===== src/rtl/ysyx_bus_rr_arbiter.sv =====
// Round-robin arbiter: NR read clients and one store port onto a single AXI4 master.
// Define YSYX_ARB_WATCHDOG_EN to build in the per-FSM timeout watchdog.
module ysyx_bus_rr_arbiter #(
    parameter int ADDR_W = 32,
    parameter int NR     = 2,
    parameter int TO_CYC = 1024
) (
    input  logic                 clk,
    input  logic                 rst,
    input  logic [NR-1:0]        rd_valid,
    input  logic [NR*ADDR_W-1:0] rd_addr,
    input  logic [NR*3-1:0]      rd_size,
    output logic [NR-1:0]        rd_grant,
    output logic [NR-1:0]        rd_rvalid,
    output logic [31:0]          rd_rdata,
    output logic                 rd_err,
    input  logic                 wr_valid,
    input  logic [ADDR_W-1:0]    wr_addr,
    input  logic [31:0]          wr_data,
    input  logic [3:0]           wr_strb,
    output logic                 wr_ready,
    output logic                 wr_done,
    output logic                 wr_err,
    output logic                 io_master_arvalid,
    output logic [ADDR_W-1:0]    io_master_araddr,
    output logic [2:0]           io_master_arsize,
    output logic [3:0]           io_master_arid,
    output logic [7:0]           io_master_arlen,
    output logic [1:0]           io_master_arburst,
    input  logic                 io_master_arready,
    input  logic                 io_master_rvalid,
    input  logic [63:0]          io_master_rdata,
    input  logic [1:0]           io_master_rresp,
    input  logic                 io_master_rlast,
    output logic                 io_master_rready,
    output logic                 io_master_awvalid,
    output logic [ADDR_W-1:0]    io_master_awaddr,
    output logic [2:0]           io_master_awsize,
    output logic [7:0]           io_master_awlen,
    output logic [1:0]           io_master_awburst,
    input  logic                 io_master_awready,
    output logic                 io_master_wvalid,
    output logic [63:0]          io_master_wdata,
    output logic [7:0]           io_master_wstrb,
    output logic                 io_master_wlast,
    input  logic                 io_master_wready,
    input  logic                 io_master_bvalid,
    input  logic [1:0]           io_master_bresp,
    output logic                 io_master_bready,
    output logic                 watchdog_err
);

    localparam int PW = (NR > 1) ? $clog2(NR) : 1;

    typedef enum logic [1:0] {R_IDLE, R_AR, R_DATA} rstate_t;
    typedef enum logic [1:0] {W_IDLE, W_ADDR, W_RESP} wstate_t;

    rstate_t r_state, r_next;
    wstate_t w_state, w_next;

    logic [PW-1:0]     ptr, cur, sel, cand;
    logic              found;
    logic [ADDR_W-1:0] sel_addr, ar_addr;
    logic [2:0]        sel_size, ar_size;
    logic              r_fire, rd_finish, rd_timeout;

    logic              accept, aw_pend, w_pend, aw_fire, w_fire, b_fire;
    logic              wr_finish, wr_timeout;
    logic [ADDR_W-1:0] aw_addr;
    logic [2:0]        aw_size, strb_size;
    logic [63:0]       w_data;
    logic [7:0]        w_strb;

    // Rotating search starting just above the last served client.
    always_comb begin
        found    = 1'b0;
        sel      = '0;
        cand     = ptr;
        sel_addr = '0;
        sel_size = '0;
        for (int k = 0; k < NR; k++) begin
            cand = (cand == PW'(NR - 1)) ? '0 : cand + 1'b1;
            if (!found && rd_valid[cand]) begin
                found = 1'b1;
                sel   = cand;
            end
        end
        for (int i = 0; i < NR; i++) begin
            if (sel == PW'(i)) begin
                sel_addr = rd_addr[i*ADDR_W +: ADDR_W];
                sel_size = rd_size[i*3 +: 3];
            end
        end
    end

    assign r_fire    = (r_state == R_DATA) && io_master_rvalid && io_master_rlast;
    assign rd_finish = r_fire || rd_timeout;

    always_comb begin
        r_next    = r_state;
        rd_grant  = '0;
        rd_rvalid = '0;
        for (int i = 0; i < NR; i++) begin
            rd_grant[i]  = !rst && (r_state == R_IDLE) && found && (sel == PW'(i));
            rd_rvalid[i] = rd_finish && (cur == PW'(i));
        end
        case (r_state)
            R_IDLE:  if (found) r_next = R_AR;
            R_AR:    if (io_master_arready) r_next = R_DATA;
            R_DATA:  if (io_master_rvalid && io_master_rlast) r_next = R_IDLE;
            default: r_next = R_IDLE;
        endcase
        if (rd_timeout) r_next = R_IDLE;
    end

    always_ff @(posedge clk or posedge rst) begin
        if (rst) begin
            r_state <= R_IDLE;
            ptr     <= PW'(NR - 1);
            cur     <= '0;
            ar_addr <= '0;
            ar_size <= '0;
        end else begin
            r_state <= r_next;
            if (r_state == R_IDLE && found) begin
                cur     <= sel;
                ar_addr <= sel_addr;
                ar_size <= sel_size;
            end
            if (rd_finish) ptr <= cur;
        end
    end

    // A real response takes precedence over a coincident timeout.
    assign rd_rdata = r_fire ? (ar_addr[2] ? io_master_rdata[63:32] : io_master_rdata[31:0]) : 32'h0;
    assign rd_err   = r_fire ? (io_master_rresp != 2'b00) : rd_timeout;

    assign io_master_arvalid = (r_state == R_AR);
    assign io_master_araddr  = ar_addr;
    assign io_master_arsize  = ar_size;
    assign io_master_arid    = 4'(cur);
    assign io_master_arlen   = 8'h00;
    assign io_master_arburst = 2'b01;
    assign io_master_rready  = (r_state == R_DATA);

    assign accept  = !rst && (w_state == W_IDLE) && wr_valid;
    assign aw_fire = aw_pend && io_master_awready;
    assign w_fire  = w_pend && io_master_wready;
    assign b_fire  = (w_state == W_RESP) && io_master_bvalid;
    assign wr_finish = b_fire || wr_timeout;

    always_comb begin
        case (wr_strb)
            4'h1:    strb_size = 3'd0;
            4'h3:    strb_size = 3'd1;
            default: strb_size = 3'd2;
        endcase
    end

    always_comb begin
        w_next = w_state;
        case (w_state)
            W_IDLE:  if (accept) w_next = W_ADDR;
            W_ADDR:  if ((!aw_pend || aw_fire) && (!w_pend || w_fire)) w_next = W_RESP;
            W_RESP:  if (io_master_bvalid) w_next = W_IDLE;
            default: w_next = W_IDLE;
        endcase
        if (wr_timeout) w_next = W_IDLE;
    end

    // AW and W launch together but retire on their own handshakes.
    always_ff @(posedge clk or posedge rst) begin
        if (rst) begin
            w_state <= W_IDLE;
            aw_pend <= 1'b0;
            w_pend  <= 1'b0;
            aw_addr <= '0;
            aw_size <= '0;
            w_data  <= '0;
            w_strb  <= '0;
        end else begin
            w_state <= w_next;
            if (accept) begin
                aw_pend <= 1'b1;
                w_pend  <= 1'b1;
                aw_addr <= wr_addr;
                aw_size <= strb_size;
                w_data  <= {wr_data, wr_data};
                w_strb  <= 8'({4'b0000, wr_strb} << wr_addr[2:0]);
            end else if (wr_timeout) begin
                aw_pend <= 1'b0;
                w_pend  <= 1'b0;
            end else begin
                if (aw_fire) aw_pend <= 1'b0;
                if (w_fire) w_pend <= 1'b0;
            end
        end
    end

    assign wr_ready = accept;
    assign wr_done  = wr_finish;
    assign wr_err   = b_fire ? (io_master_bresp != 2'b00) : wr_timeout;

    assign io_master_awvalid = aw_pend;
    assign io_master_awaddr  = aw_addr;
    assign io_master_awsize  = aw_size;
    assign io_master_awlen   = 8'h00;
    assign io_master_awburst = 2'b01;
    assign io_master_wvalid  = w_pend;
    assign io_master_wdata   = w_data;
    assign io_master_wstrb   = w_strb;
    assign io_master_wlast   = w_pend;
    assign io_master_bready  = (w_state == W_RESP);

`ifdef YSYX_ARB_WATCHDOG_EN
    localparam int CW = $clog2(TO_CYC + 1);

    logic [CW-1:0] rd_cnt, wr_cnt;
    logic          wd_flag;

    assign rd_timeout   = (r_state != R_IDLE) && (rd_cnt == CW'(TO_CYC - 1));
    assign wr_timeout   = (w_state != W_IDLE) && (wr_cnt == CW'(TO_CYC - 1));
    assign watchdog_err = wd_flag;

    always_ff @(posedge clk or posedge rst) begin
        if (rst) begin
            rd_cnt  <= '0;
            wr_cnt  <= '0;
            wd_flag <= 1'b0;
        end else begin
            rd_cnt <= (r_state == R_IDLE || rd_finish) ? '0 : rd_cnt + 1'b1;
            wr_cnt <= (w_state == W_IDLE || wr_finish) ? '0 : wr_cnt + 1'b1;
            if (rd_timeout || wr_timeout) wd_flag <= 1'b1;
        end
    end
`else
    // TO_CYC only matters when the watchdog is built in.
    logic unused_to_cyc;
    assign unused_to_cyc = (TO_CYC != 0);
    assign rd_timeout    = 1'b0;
    assign wr_timeout    = 1'b0;
    assign watchdog_err  = 1'b0;
`endif

endmodule

===== config.mk =====
export PLATFORM = sky130hd
export DESIGN_NAME = ysyx_bus_rr_arbiter
export DESIGN_NICKNAME = d
export VERILOG_FILES = /design/src/rtl/ysyx_bus_rr_arbiter.sv
export SDC_FILE = /design/constraint.sdc
export NUM_CORES = 1
export LEC_CHECK = 0
export CORE_AREA = 3 3 165 167
export CTS_CLUSTER_DIAMETER = 150
export CTS_CLUSTER_SIZE = 25
export DETAILED_ROUTE_END_ITERATION = 7
export DIE_AREA = 0 0 168 170
export PLACE_DENSITY = 0.54
export SYNTH_ARGS = -nofsm -noshare
export SYNTH_HDL_FRONTEND = slang
export SYNTH_SLANG_ARGS = --single-unit

===== constraint.sdc =====
create_clock -name clk -period 5.4 [get_ports clk]
set_clock_uncertainty 0.05 [all_clocks]
set_input_delay 1.08 -clock clk [delete_from_list [all_inputs] [get_ports clk]]
set_output_delay 1.08 -clock clk [all_outputs]
set_load 0.02 [all_outputs]

Word level (Yosys, flattened, before mapping):

Cells that the tools add are included.

* flip-flop bits (word level): 150
* bits in latches: 0
* bits in writable memories: 0
* ROM bits: 0
* input bits: 217
* output and inout port bits: 213
* word-level logic and storage cells: 91
* memories: 0

* add/subtract/negate cells: 2
* $mul: 0
* div/mod/pow operators: 0
* order comparisons: 2
* equality and inequality tests: 12
* shifts and indexed selects: 1
* muxes and demuxes: 29
* bitwise operators: 2
* reduce and logical (&&, ||, !) cells: 31

Operator list (number)
* $mux W32: 3
* $logic_and A1 B1 Y1: 17
* $mux W1: 16
* $mux W2: 6
* $pmux W2 S3: 2
* $ne A2 B2 Y1 const B: 4
* $reduce_bool A2 Y1: 4
* $shl A4 B3 Y8: 1
* $reduce_and A3 Y1: 2
* $eq A2 B1 Y1 const B: 2
* $eq A2 B2 Y1 const B: 2
* $eq A4 B1 Y1 const B: 1
* $eq A4 B2 Y1 const B: 1
* $logic_not A1 Y1: 4
* $logic_not A2 Y1: 2
* $lt A1 B2 Y1 const B: 2
* $ne A2 B1 Y1 const B: 2
* $pmux W2 S2: 1
* $mux W3: 1
* $add A1 B1 Y1 const B: 2
* $logic_or A1 B1 Y1: 2
* $not A1 Y1: 2

Longest topological paths before layout:

* depth in word-level cells: 10
* gate-level depth with buffers: 6
* gate-level depth less buffers: 4

Worst setup path after synthesis:

Ideal clock, no wire load.

* path kind: input-to-output
* start point: input port rst
* end point: output port rd_grant[0]
* arrival time: 4.106 ns
* data required time: 4.270 ns
* setup slack: 0.164 ns
* stages: 2
* buffers on the path: 0
* cell sequence: inv_1 > o2111a_1

* word-level cells in the longest chain between the ends: 4

Ends and longest elaborated chain
* from (decl): line 9 `input logic rst,`
* $logic_not A1 Y1 (no source line)
* $logic_and A1 B1 Y1 (3 in series): line 104 `rd_grant[i] = !rst && (r_state == R_IDLE) && found && (sel == PW'(i));`
* to (decl): line 13 `output logic [NR-1:0] rd_grant,`

Every way passes these cells.

Worst setup path in the final report:

* start point: input port rst
* end point: output port wr_ready

* word-level cells in the longest chain between the ends: 3

Ends and longest elaborated chain
* $logic_not A1 Y1 (no source line)
* $logic_and A1 B1 Y1 (2 in series): line 146 `assign accept = !rst && (w_state == W_IDLE) && wr_valid;`
* to (decl): line 21 `output logic wr_ready,`

Every way passes these cells.

==> impl_metrics.toml <==
[outcome]
status = "complete, no violations"

[layout]
multi_input_area_um2 = 2480
drive_gt1_share_pct = 12.1
n_fill_cell = 2589
regArea_um2 = 2930
fin_area_um2 = 10500
syn2layout_area_growth_pct = 77.2
final_nets = 1190
finalCoreUtilization_pct = 40.6

[floorplan]
io_pins = 430
rows = 59
start_util_pct = 22.9
die_h_um = 170
coreArea_um2 = 25900
die_area_um2 = 28600
fp.dieW_um = 168

[synth]
ys.flop_type = "dfrtp_1"
avgSynthCellArea_um2 = 9.69
yosysWarnings = 0
yosys.area_share.simple_pct = 17.6
synth_area_leader_cell = "dfrtp_1"
yosys.area_share.adder_pct = 0
ys_ff_latch = 117
yosys.cell_types.count = 34
synthMuxAreaShare_pct = 19.6
synth_edf_count = 0
synth_compound_area_share_pct = 2.82
postSynthCellCount = 613
async_flop_share_pct = 100
netlist_area_um2 = 5940
yosys.cell_count.top_type = "nand2_1"
synth_xor_area_share_pct = 0
synth.top_cells.by_area = "dfrtp_1 49%, mux2_2 14%, nand2_1 13%"
synth_seq_area_share_pct = 49.3
synthTopCellsByCount = "206 x nand2_1, 116 x dfrtp_1, 74 x mux2_2, 61 x buf_4, 45 x nor2_1"
yosysTopAreaCellShare_pct = 48.9
synth_top_family_by_area = "multiplexers"

[global_route]
antenna_found_initial = 2
grt_pass1_wl_um = 34600
grtUsageTotal_pct = 15.9
grt_pass1_vias = 5630
gr-total-overflow = 0
grt_max_degree = 80

[clock_tree]
clk_path_buf_depth = 2
root_buffer = "clkbuf_16"
cts_setup_buffers = 0
cts-resized-gates = 0
clock-sinks = 117
clk_pin_slew_ns = 0.07
tritoncts = "done"
clock_latency_ns = 0.41
postCtsHoldBufs = 0
htreeDepth = 4
cts_buffers = 17

[routing]
wl_per_cell_um = 17.8
drtAntennaViolNets = 0
viasPerCell = 4.13
drtPass1Iterations = 4
wl_um = 23600
drtIter0Drc = 157
num_vias = 5457
drc = 0

[timing]
holdWs_ns = 0.421
finalCritPeriodShare_pct = 74.0
fmax_mhz = 250
rsz0062_at_grt = "no"
hold_viol_final = 0
worstMarginPinSlew_ns = 0.990
setup_tns_ns = 0
final-max-slew-violation-count = 0
period_minus_slack_ns = 4.00
slew_headroom_pct = 34.0
setup_violations = 0

[worst_setup_path]
arrival_ns = 2.87
worstSetupPathType = "in -> out"
cp-start-kind = "primary input"
critPathMaxFanout = 3
endpoint_kind = "output port"
cp.required_ns = 4.27

[run]
max_cap_violations = 0

[placement]
portBuffers = 404
placed_cell_area_um2 = 9950
routabilityCongestion = 0.821
hpwl_um = 18300

[power_and_ir_drop]
leakagePower_nw = 4.63
ir_drop_v = 0.000230
power_density_nw_per_um2 = 526

[worst_hold_path]
worst_hold_path_type = "reg -> reg"
[placed cells by master (no fill, tap or decap), types with 3 or more instances in the layout]
cell type	instances
nand2b_1	4
dfrtp_1	115
o31ai_1	3
clkdlybuf4s50_1	404
mux2_2	74
nand2_1	206
a21o_1	3
conb_1	25
buf_4	6
inv_1	4
nor2b_1	5
mux2i_1	33
o21ai_0	3
nor2_1	45
inv_6	7
a21oi_1	4
clkbuf_16	17
[where the power goes]
group	switching [mW]	internal, mW	total [mW]
Clock	0.456	0.647	1.10
Combinational	1.42	1.41	2.83
Sequential	0.314	1.28	1.60
[path summary, 6_finish.rpt]
kind | from | end | slack, ns | cells after the start
setup reg to reg | w_state[0] | io_master_wstrb[7] | 3.28 | 5
hold reg to reg | io_master_awsize[0] | io_master_awsize[0] | 0.42 | 2
setup / recovery | rst | wr_ready | 1.40 | 4
min in group asynchronous | rst | cur | 1.31 | 3
hold / removal | io_master_awsize[0] | io_master_awsize[0] | 0.42 | 2
max in group asynchronous | rst | io_master_wstrb[2] | 2.61 | 4
[kinds of logic (layout without fill, tap and decap cells)]
logic type / count (synthesis) / count (layout)
other cells: 2 / 26
simple gates: 266 / 266
flops: 117 / 117
compound gates: 23 / 23
mux: 107 / 107
buf+inv: 98 / 448
[critical path, cell delays in order]
cell             delay [ns]
clkdlybuf4s50_1        0.52
or4b_4                 0.56
inv_4                  0.07
clkdlybuf4s50_1        0.63
[metrics by stage]
stage          power [mW]  cells  setup slack [ns]
6_report             5.53   1322              1.40
2_1_floorplan        3.13    636             0.164
5_1_grt              5.87   1322              1.33
4_1_cts              5.64   1321              1.38
3_5_place_dp         4.49   1289              1.38
3_3_place_gp         4.49   1289              1.39
[flip-flops by register name, indices dropped and copies added (netlist names), 2 cells and up]
signal / flops
r_state: 2
io_master_araddr: 32
io_master_awsize: 2
io_master_arsize: 3
io_master_wstrb: 8
io_master_awaddr: 32
w_state: 2
io_master_wdata: 32
[area by class of cell]
class,instances,share of cell area [%]
diodes,1,0.0238
flip-flops and latches,117,27.8
clock inverters,14,1.33
repair buffers,410,38.9
well taps,335,3.98
clock buffers,18,4.08
inverters,6,0.262
multi-input cells,421,23.6
[metal layers]
metal | global-route usage, % | wire, µm | up-vias
met4 | 5.44 | 459 | 2
met3 | 7.02 | 2430 | 22
met2 | 28.1 | 12000 | 258
met1 | 17.0 | 8660 | 2558
li1 | - | - | 2617
met5 | 0 | 13 | -
No activity file was read; power rests on OpenSTA's default activity.
